File: src/rtl/modulo_entrada_rolhas_operador.sv
// modulo_entrada_rolhas_operador: debounces the operator's refill buttons, accumulates a cork quantity
// and issues a range-checked one-cycle load of the new secondary-buffer total.
module modulo_entrada_rolhas_operador #(
    parameter int DEBOUNCE_CYCLES = 4,
    parameter int MAX_BUFFER      = 99,
    parameter int CNT_W           = 7
) (
    input  logic             clk,
    input  logic             reset,
    input  logic             btn_inc_n,
    input  logic             btn_confirm_n,
    input  logic [CNT_W-1:0] buffer_atual,
    output logic [CNT_W-1:0] qtd_pendente,
    output logic [CNT_W-1:0] total_carga,
    output logic             load_pulse,
    output logic             overflow,
    output logic [1:0]       estado
);
    typedef enum logic [1:0] {IDLE = 2'b00, ACUMULA = 2'b01, VALIDA = 2'b10, CARREGA = 2'b11} state_t;

    localparam int DB_W = $clog2(DEBOUNCE_CYCLES + 1);
    localparam logic [DB_W-1:0]  DB_LAST = DB_W'(DEBOUNCE_CYCLES - 1);
    localparam logic [CNT_W:0]   MAX_SUM = MAX_BUFFER[CNT_W:0];
    localparam logic [CNT_W-1:0] MAX_Q   = MAX_BUFFER[CNT_W-1:0];

    // bit 0 = increment button, bit 1 = confirm button
    logic [1:0]           raw, sync1, sync2, level, press;
    logic [1:0][DB_W-1:0] db_cnt;
    logic [CNT_W:0]       sum;
    state_t               state;

    assign raw    = {btn_confirm_n, btn_inc_n};
    assign sum    = {1'b0, buffer_atual} + {1'b0, qtd_pendente};
    assign estado = state;

    // press fires on the same edge the debounced level falls, so it is a registered one-cycle event
    always_ff @(posedge clk or posedge reset) begin
        if (reset) begin
            sync1  <= '1;
            sync2  <= '1;
            level  <= '1;
            press  <= '0;
            db_cnt <= '0;
        end else begin
            sync1 <= raw;
            sync2 <= sync1;
            for (int i = 0; i < 2; i++) begin
                press[i] <= 1'b0;
                if (sync2[i] == level[i]) begin
                    db_cnt[i] <= '0;
                end else if (db_cnt[i] == DB_LAST) begin
                    level[i]  <= sync2[i];
                    db_cnt[i] <= '0;
                    press[i]  <= level[i];
                end else begin
                    db_cnt[i] <= db_cnt[i] + DB_W'(1);
                end
            end
        end
    end

    always_ff @(posedge clk or posedge reset) begin
        if (reset) begin
            state        <= IDLE;
            qtd_pendente <= '0;
            total_carga  <= '0;
            load_pulse   <= 1'b0;
            overflow     <= 1'b0;
        end else begin
            load_pulse <= 1'b0;
            case (state)
                IDLE: begin
                    if (press[0]) begin
                        qtd_pendente <= CNT_W'(1);
                        overflow     <= 1'b0;
                        state        <= ACUMULA;
                    end
                end
                ACUMULA: begin
                    // confirm has priority over a coincident increment
                    if (press[1]) state <= VALIDA;
                    else if (press[0] && qtd_pendente < MAX_Q) qtd_pendente <= qtd_pendente + CNT_W'(1);
                end
                VALIDA: begin
                    if (sum > MAX_SUM) begin
                        overflow     <= 1'b1;
                        qtd_pendente <= '0;
                        state        <= IDLE;
                    end else begin
                        total_carga <= sum[CNT_W-1:0];
                        load_pulse  <= 1'b1;
                        state       <= CARREGA;
                    end
                end
                CARREGA: begin
                    qtd_pendente <= '0;
                    state        <= IDLE;
                end
                default: state <= IDLE;
            endcase
        end
    end
endmodule

File: config.mk
export PLATFORM = sky130hd
export DESIGN_NAME = modulo_entrada_rolhas_operador
export DESIGN_NICKNAME = d
export VERILOG_FILES = /design/src/rtl/modulo_entrada_rolhas_operador.sv
export SDC_FILE = /design/constraint.sdc
export NUM_CORES = 1
export LEC_CHECK = 0
export CORE_UTILIZATION = 55
export CTS_BUF_LIST = sky130_fd_sc_hd__clkbuf_8
export CTS_CLUSTER_DIAMETER = 200
export DETAILED_ROUTE_END_ITERATION = 10
export PLACE_DENSITY_LB_ADDON = 0.1
export SETUP_SLACK_MARGIN = 0.4
export SLEW_MARGIN = 20
export SYNTH_ARGS = -nofsm -noshare
export SYNTH_HDL_FRONTEND = slang
export SYNTH_SLANG_ARGS = --single-unit
File: constraint.sdc
create_clock -name clk -period 4.75 [get_ports clk]
set_input_delay 0.475 -clock clk [delete_from_list [all_inputs] [get_ports clk]]
set_output_delay 0.475 -clock clk [all_outputs]
set_load 0.02 [all_outputs]
# Word-level counts from Yosys, hierarchy flattened
# Cells that the tools add are included.
# Widths: inputs -> output; s select.
[word_totals]
inputBits = 11
wordCells = 64
ff_bits = 32
output_inout_bits = 18
[classes]
n_reduce_logical = 9
magnitude_cmp = 2
n_mux = 22
n_eq_ne = 12
addsub = 4
bitwise = 3
[op_table]
columns = ["op", "n"]
rows = [
  ["$mux 7", 4],
  ["$pmux 7 s4", 1],
  ["$mux 3", 4],
  ["$ne 2x2->1 const B", 5],
  ["$add 7x7->8", 1],
  ["$gt 8x7->1 const B", 1],
  ["$mux 1", 8],
  ["$pmux 2 s4", 1],
  ["$reduce_and 2->1", 4],
  ["$add 7x1->7 const B", 1],
  ["$lt 7x7->1 const B", 1],
  ["$add 3x1->3 const B", 2],
  ["$eq 3x2->1 const B", 2],
  ["$mux 2", 3],
  ["$eq 2x2->1 const B", 2],
  ["$reduce_and 4->1", 1],
  ["$not 1->1", 3],
  ["$reduce_and 3->1", 1],
  ["$eq 1x1->1", 2],
  ["$eq 2x1->1 const B", 1],
  ["$logic_not 2->1", 1],
  ["$pmux 1 s2", 1],
  ["$reduce_bool 2->1", 1],
  ["$logic_and 1x1->1", 1],
]

# Logic depth before layout (Yosys ltp)
# Gate-level depths: netlist (run 1).
[depth]
ltp_word = 5
mapped_depth = 8
depth_no_buf = 8

# Worst setup path after synthesis (run 1)
# No wires, ideal clock.
[synth_path]
path_type = "register to register"
start = "register qtd_pendente[0]"
end = "register qtd_pendente[0]"
setup_ps = 125
required_ps = 4625
stages_incl_launch_ff = 9
synth_period_minus_slack_ps = 2697
slack_ps = 2053
arrival_time_ps = 2572
path_buffers = 0
cell_sequence = "dfrtp_1 > ha_1 > fa_1 > a21o_1 > a311o_2 > nand3_2 > nand4_4 > a21boi_2 > mux2_4"
[synth_via]
elab_chain_len = 4
elab_cells_between_ends = 11
cone_classes = "add/sub: 2; order compare: 2; eq/ne: 2; mux: 3; reduce/logical: 2"
[synth_rtl]
columns = ["element", "line", "text"]
rows = [
  ["start: declaration", "13", "output logic [CNT_W-1:0] qtd_pendente,"],
  ["start signal: assignment", "82", "else if (press[0] && qtd_pendente < MAX_Q) qtd_pendente <= qtd_pendente + CNT_W'(1);"],
  ["$add 7x7->8, or another cell as far along", "33", "assign sum = {1'b0, buffer_atual} + {1'b0, qtd_pendente};"],
  ["$gt 8x7->1, or another cell as far along", "85", "if (sum > MAX_SUM) begin"],
  ["$ne 2x2->1 (no source line) or $mux 7 (tied branches)", "-", ""],
  ["$reduce_and 4->1 (no source line) or $pmux 7 s4 (tied branches)", "-", ""],
]
# Parallel ways exist; a longest one is shown, timed or not. The select of a mux whose other input is x is not followed.
# A chain may end at the register's enable or synchronous reset.

# Worst setup path after layout (run 1)
[layout_path]
start = "input port buffer_atual[0]"
end = "register qtd_pendente[0]"
[layout_via]
elab_chain_len = 4
[layout_rtl]
columns = ["element", "line", "text"]
rows = [
  ["start: declaration", "12", "input logic [CNT_W-1:0] buffer_atual,"],
  ["$add 7x7->8", "33", ""],
  ["$gt 8x7->1", "85", ""],
  ["$ne 2x2->1 (no source line)", "-", ""],
  ["$reduce_and 4->1 (no source line)", "-", ""],
]
# Every way passes these cells.

==> metrics.md, run 1 <==
| Metric | Value |
|---|---|
| Status | `complete, no violations` |
| HP Start | `sync1[1]` |
| Synth async-reset ratio | `100%` |
| Seq/Total Area, Yosys | `45.8%` |
| Final HPWL DP | `2710 microns` |
| Routed WL | `3530 microns` |
| Fin. max-slew vios | `0` |
| Slowest CP cell | `fa_1` |
| Hold Path Stages | `0` |
| P per Cell Area | `498 nW/um^2` |
| CTS tree | `done` |
| CP peak stage delay | `0.45 ns` |
| WP data required | `4.92 ns` |
| Switching Fraction | `35.8%` |
| Internal | `0.698 mW` |
| RSZ-0062 raised after global routing | `no` |
| Crit path DAT | `3.11 ns` |
| I/O pins | `29` |
| Vias per cell | `5.72` |
| Commonest cells after routing, fill and taps aside | `28 x clkdlybuf4s50_1, 26 x dfrtp_1, 14 x inv_1` |
| Post-synthesis cell type count | `49` |
| Placer Congestion | `0.931` |
| Overall Global Routing Usage | `24.1%` |
| Clock Tree Buf Depth | `2` |
| Ys flop type | `dfrtp_1` |
| Mapped Nets | `179` |
| Worst r2r path cells | `8` |
| Iter 0 DRT Violations | `58` |
| Switching power | `0.390 mW` |
| Worst-Skew Late Latency | `0.28 ns` |
| Post-CTS setup buffer count | `0` |
| Via count | `1351` |
| Largest net degree at the start of global routing | `27` |
| Commonest non-fill, non-tap cell in the layout | `clkdlybuf4s50_1` |
| FILL cells | `241` |
| Max Freq | `340 MHz` |
| Leakage | `0.998 nW` |
| Synth-to-layout area growth | `23.8%` |
| Post-synth EDFFs | `0` |
| Clock share of power | `20.6%` |
| Post-DRT Antenna Nets | `0` |
| Sink Count | `32` |
| Drc violations | `0` |
| Initial Utilization | `57.8%` |
| Critical path class | `in2reg` |
| Final setup vio count | `0` |
| Post-Syn Area | `1760 sq um` |
| DIE WIDTH | `58.6 microns` |
| CP cell instances | `clkdlybuf4s50_1 > ha_1 > fa_1 > a21o_1 > a311o_2 > nand3_2 > nand4_4 > a21boi_2 > mux2_4` |
| Rows | `20` |
| Max_cap viols | `0` |
| Final setup margin | `1.81 ns` |
| Pwr Total | `1.09 mW` |
| Period Utilization, post-route | `62.0%` |
| Worst-margin pin slew | `0.405 ns` |
| Final cell count without fillers | `236` |
| CTS root buf | `clkbuf_8` |
| Die ar. | `3440 sq um` |
| Origin of the critical flop-to-flop path | `qtd_pendente[0]` |
| Number of diodes | `0` |
| Area of the core | `3050 sq um` |
| Setup TNS | `0 ns` |
| Critical Path Fanout Max | `7` |
| Max VDD drop | `0.302 mV` |
| Relative slew slack | `72.7%` |
| Crit path time final | `2.94 ns` |
| Clock Pin Slew Worst Setup and Hold Paths | `0.06 ns` |
| Post-Synthesis Cells | `157` |
| Seq cells post-synth | `32` |
| Post-Syn Area per Cell | `11.2 sq um` |
| Global-route wire length before repair | `5990 microns` |
| Total global routing overflow | `0` |
| Die H | `58.6 microns` |
| Fraction of layout cells with a size suffix above 1 | `17.2%` |
| Placed Instances | `228` |
| Final #Nets | `213` |
| Input/output buffers | `28` |
| Drt wl/cell | `14.9 microns` |
| Final hold violation count | `0` |
| Max Clock Skew | `0.00611 ns` |
| Antenna violations before repair | `0` |
| Vias in the first global route | `1371` |
| TritonCTS Buffers | `5` |
| Synth warn | `0` |
| Comb power frac | `41.2%` |
| Resized cells post-CTS | `0` |
| Hold Path Class | `reg2reg` |
| Max H-tree Level | `2` |
| Worst Setup Slack post-DPL | `1.50 ns` |
| Startpoint types | `primary input` |
| Hold_buf cts | `0` |
| Flop pwr share | `38.1%` |
| 1st-pass router iterations | `4` |
| Crit path from | `buffer_atual[0]` |
| Crit end category | `flop` |
-- flip-flops by register name, indices dropped and copies added, names as in the netlist --
name          cells
sync1             2
estado            2
db_cnt            6
overflow          1
total_carga       7
press             2
sync2             2
qtd_pendente      7
level             2
load_pulse        1
-- layout make-up --
type | instances | area, sq um | area share (%)
Clock buffer | 7 | 96.3 | 4.41
Clock inverter | 1 | 3.75 | 0.172
Inverter | 13 | 48.8 | 2.23
Tap cell | 44 | 55.1 | 2.52
Sequential cell | 32 | 808 | 37.0
Multi-Input combinational cell | 110 | 885 | 40.5
Timing Repair Buffer | 29 | 288 | 13.2
-- Yosys cell counts, types with 2 or more instances --
library cell  count  area share (%)
a21oi_1           8             2.3
nor2b_1           4             1.4
o21a_1            2            0.85
mux2_4            6             5.1
nand3_1          10             2.8
ha_1             10             7.1
nor3b_1           5             2.1
dfstp_2           6             8.9
inv_1            13             2.8
or3_1             3             1.1
dfrtp_1          26              37
nor2_1            3            0.64
nand4_1           2            0.71
o211ai_1          2            0.85
o21ai_0           3            0.85
a21o_1            2            0.85
o21ai_1           3            0.85
nand2_1           9             1.9
and3_1            2            0.71
nor3_1            3            0.85
and3b_1           2            0.99
mux2_2            2             1.3
xnor2_1           4             2.0
buf_6             2             1.3
-- critical path: cells and delay by family --
| family | cells | cell delay (ns) |
|---|---|---|
| and+or+nand+nor | 2 | 0.22 |
| buffers and inverters | 1 | 0.41 |
| AOI/OAI and AO/OA | 3 | 0.99 |
| muxes | 1 | 0.33 |
| adders and majority gates | 2 | 0.70 |
-- layer usage --
layer  global-route usage (%)  up-vias  wire length, microns  share of wire (%)
met4                     11.6        0                    54                1.5
met1                     26.7      666                  1420                 40
li1                         -      643                     -                  -
met3                     6.81        4                   164                4.6
met5                        0        -                     0                  0
met2                     42.5       38                  1890                 53
-- cells by family (layout without fill, tap and decap cells) --
| logic type | Yosys count | in the layout | synth area share (%) |
|---|---|---|---|
| DFF | 32 | 32 | 45.8 |
| and+or+nand+nor | 50 | 50 | 17.4 |
| AOI/OAI and AO/OA | 36 | 36 | 15.6 |
| buffers and inverters | 15 | 50 | 4.04 |
| xor gates and xnor gates | 5 | 5 | 2.48 |
| adders and majority gates | 11 | 11 | 8.23 |
| muxes | 8 | 8 | 6.38 |
-- per-stage QoR --
step | util [%] | hold slack (ns) | area, sq um
floorplan | - | 0.345 | 1760
global placement | 68.3 | 0.348 | 2080
detailed placement | 68.3 | 0.348 | 2080
CTS | 71.6 | 0.357 | 2180
global route | 71.6 | 0.360 | 2180
finish | 71.6 | 0.356 | 2180
-- power by group through the flow --
stage | combinational, mW | sequential (mW) | clock, mW
2_1_floorplan | 0.254 | 0.453 | 0
3_3_place_gp | 0.432 | 0.415 | 0
3_5_place_dp | 0.448 | 0.421 | 0
4_1_cts | 0.451 | 0.416 | 0.229
5_1_grt | 0.491 | 0.425 | 0.240
6_report | 0.448 | 0.415 | 0.224
-- final timing paths --
kind	end	slack, ns
setup / recovery	qtd_pendente[0]	1.81
hold / removal	sync2[1]	0.36
setup reg to reg	qtd_pendente[0]	1.91
hold reg to reg	sync2[1]	0.36
max in group asynchronous	sync2[0]	3.68
min in group asynchronous	db_cnt[4]	0.43
No activity file was read; power rests on OpenSTA's default activity.
==> run 2: changes to the inputs <==
--- a/config.mk
+++ b/config.mk
@@ -5,7 +5,7 @@
 export SDC_FILE = /design/constraint.sdc
 export NUM_CORES = 1
 export LEC_CHECK = 0
-export CORE_UTILIZATION = 55
+export CORE_UTILIZATION = 50
 export CTS_BUF_LIST = sky130_fd_sc_hd__clkbuf_8
 export CTS_CLUSTER_DIAMETER = 200
 export DETAILED_ROUTE_END_ITERATION = 10
==> constraint.sdc (replaced) <==
create_clock -name clk -period 2.4 [get_ports clk]
set_input_delay 0.24 -clock clk [delete_from_list [all_inputs] [get_ports clk]]
set_output_delay 0.24 -clock clk [all_outputs]
set_load 0.02 [all_outputs]
==> metrics.md, run 2 (synthesized netlist as in run 1, its figures left out) <==
| Metric | Value |
|---|---|
| Number of diodes | `0 (unchanged)` |
| Drc violations | `0 (unchanged)` |
| Crit end category | `flop (unchanged)` |
| Status | `complete, no violations (unchanged)` |
| Relative slew slack | `60.3% (was 72.7%)` |
| Metal-1 WL | `1590 microns (was 1420 microns)` |
| Leakage | `1.11 nW (was 0.998 nW)` |
| CTS tree | `done (unchanged)` |
| Final HPWL DP | `2960 microns (was 2710 microns)` |
| Sink Count | `32 (unchanged)` |
| WP data required | `2.57 ns (was 4.92 ns)` |
| Biggest regs | `qtd_pendente (7), total_carga (7), db_cnt (6) (unchanged)` |
| Final #Nets | `235 (was 213)` |
| RSZ-0062 raised after global routing | `yes (was no)` |
| Max Clock Skew | `0.00787 ns (was 0.00611 ns)` |
| I/O pins | `29 (unchanged)` |
| Vias in the first global route | `1399 (was 1371)` |
| Final setup vio count | `0 (unchanged)` |
| Crit path DAT | `2.52 ns (was 3.11 ns)` |
| CP cell instances | `ha_4 > fa_2 > a21o_1 > a311o_2 > nand3_4 > nand4_4 > a21boi_4 > mux2_4 (was clkdlybuf4s50_1 > ha_1 > fa_1 > a21o_1 > a311o_2 > nand3_2 > nand4_4 > a21boi_2 > mux2_4)` |
| Hold_buf cts | `0 (unchanged)` |
| Total global routing overflow | `0 (unchanged)` |
| Antenna violations before repair | `0 (unchanged)` |
| Commonest cells after routing, fill and taps aside | `28 x clkdlybuf4s50_1, 24 x dfrtp_1, 20 x buf_4 (was 28 x clkdlybuf4s50_1, 26 x dfrtp_1, 14 x inv_1)` |
| Placer Congestion | `0.907 (was 0.931)` |
| Worst-margin pin slew | `0.594 ns (was 0.405 ns)` |
| Max VDD drop | `0.593 mV (was 0.302 mV)` |
| Max_cap viols | `0 (unchanged)` |
| Met3 routed WL | `136 microns (was 164 microns)` |
| P per Cell Area | `949 nW/um^2 (was 498 nW/um^2)` |
| CTS root buf | `clkbuf_8 (unchanged)` |
| Post-DRT Antenna Nets | `0 (unchanged)` |
| Hold Path Class | `in2async (was reg2reg)` |
| DR top layer | `met4 (unchanged)` |
| Crit path time final | `2.36 ns` |
| Rows | `21 (was 20)` |
| TritonCTS Buffers | `5 (unchanged)` |
| Final hold violation count | `0 (unchanged)` |
| Commonest non-fill, non-tap cell in the layout | `clkdlybuf4s50_1 (unchanged)` |
| Max H-tree Level | `2 (unchanged)` |
| Input/output buffers | `28 (unchanged)` |
| Area of the core | `3360 sq um (was 3050 sq um)` |
| Vias per cell | `5.41 (was 5.72)` |
| Routed WL | `3940 microns (was 3530 microns)` |
| Period Utilization, post-route | `98.2%` |
| Critical Path Fanout Max | `3 (was 7)` |
| Largest net degree at the start of global routing | `19 (was 27)` |
| Overall Global Routing Usage | `23.8% (was 24.1%)` |
| Die ar. | `3770 sq um (was 3440 sq um)` |
| Fraction of layout cells with a size suffix above 1 | `29.9% (was 17.2%)` |
| Synth-to-layout area growth | `38.6% (was 23.8%)` |
| Critical path class | `reg2reg (was in2reg)` |
| Final setup margin | `0.0438 ns (was 1.81 ns)` |
| Die H | `61.4 microns (was 58.6 microns)` |
| Clock Pin Slew Worst Setup and Hold Paths | `0.07 ns (was 0.06 ns)` |
| Routed length on met2 | `2190 microns (was 1890 microns)` |
| Fin. max-slew vios | `0 (unchanged)` |
| Worst Setup Slack post-DPL | `-0.310 ns (was 1.50 ns)` |
| Max Freq | `424 MHz` |
| Iter 0 DRT Violations | `54 (was 58)` |
| Worst-Skew Late Latency | `0.28 ns (about the same)` |
| Drt wl/cell | `15.2 microns (was 14.9 microns)` |
| Clock Tree Buf Depth | `2 (unchanged)` |
| Slowest CP cell | `dfrtp_2 (was fa_1)` |
| 1st-pass router iterations | `4 (unchanged)` |
| Startpoint types | `flop (was primary input)` |
| Via count | `1407 (was 1351)` |
| DIE WIDTH | `61.4 microns (was 58.6 microns)` |
| Initial Utilization | `52.5% (was 57.8%)` |
| Pwr Total | `2.32 mW (was 1.09 mW)` |
| CP peak stage delay | `0.43 ns (was 0.45 ns)` |
| Global-route wire length before repair | `6310 microns (was 5990 microns)` |
-- run 2: cell types whose count changed in the layout (fill, tap and decap cells not counted), sizes merged --
cell	previous run	this run
clkbuf	7	6
buf	1	23
inv	14	15
-- run 2: metrics by stage --
stage | hold slack, ns | utilization (%) | instance area (sq um) | TNS, ns | instances
global route | 0.363 | 72.7 | 2440 | -0.147 | 260
global placement | 0.348 | 67.8 | 2280 | -3.10 | 249
detailed placement | 0.348 | 67.8 | 2280 | -3.83 | 249
finish | 0.332 | 72.7 | 2440 | 0 | 260
CTS | 0.346 | 71.5 | 2410 | 0 | 258
floorplan | 0.244 | - | 1800 | -0.118 | 157
-- run 2: timing repair --
item | CTS | global route
setup buffers | 1 | 2
setup endpoints to repair | 18 | 18
pin swaps | 4 | 3
endpoints found under the hold margin | 0 | 0
gates resized for setup | 6 | 3
-- run 2: layer usage --
layer | vias to the layer above | track usage (%)
met4 | 0 | 9.52
li1 | 685 | -
met3 | 2 | 5.25
met1 | 691 | 27.4
met2 | 29 | 42.9
met5 | - | 0
-- run 2: where the power goes --
| group | internal [mW] | switching (mW) | leakage, nW |
|---|---|---|---|
| logic | 0.569 | 0.543 | 0.643 |
| registers | 0.692 | 0.108 | 0.411 |
| clock network | 0.225 | 0.183 | 0.0538 |
| total | 1.49 | 0.835 | 1.11 |
-- run 2: area by class of cell --
cell class	instances	area, sq um
multi-input cells	110	965
clock buffers	6	82.6
clock inverters	2	7.51
repair buffers	51	473
fillers	257	918
well taps	46	57.6
inverters	13	48.8
flip-flops and latches	32	811
-- run 2: path summary, 6_finish.rpt --
kind                            slack [ns]  cells past startpoint               to             from
worst max-delay path                  0.04                      8  qtd_pendente[0]  qtd_pendente[0]
worst min-delay path                  0.33                      2  qtd_pendente[2]            reset
worst max register to register        0.04                      8  qtd_pendente[0]  qtd_pendente[0]
worst min register to register        0.36                      0         sync2[1]         sync1[1]
max in group asynchronous             1.49                      3         sync1[1]            reset
min in group clk                      0.36                      0         sync2[1]         sync1[1]
-- run 2: critical path, delay by kind of cell, from the launching register on --
| family | cells | cell delay, ns |
|---|---|---|
| AO/OA/AOI/OAI | 3 | 0.78 |
| adder cells (fa/ha/maj) | 2 | 0.52 |
| flip-flops | 1 | 0.43 |
| multiplexers | 1 | 0.30 |
| AND/OR/NAND/NOR | 2 | 0.21 |
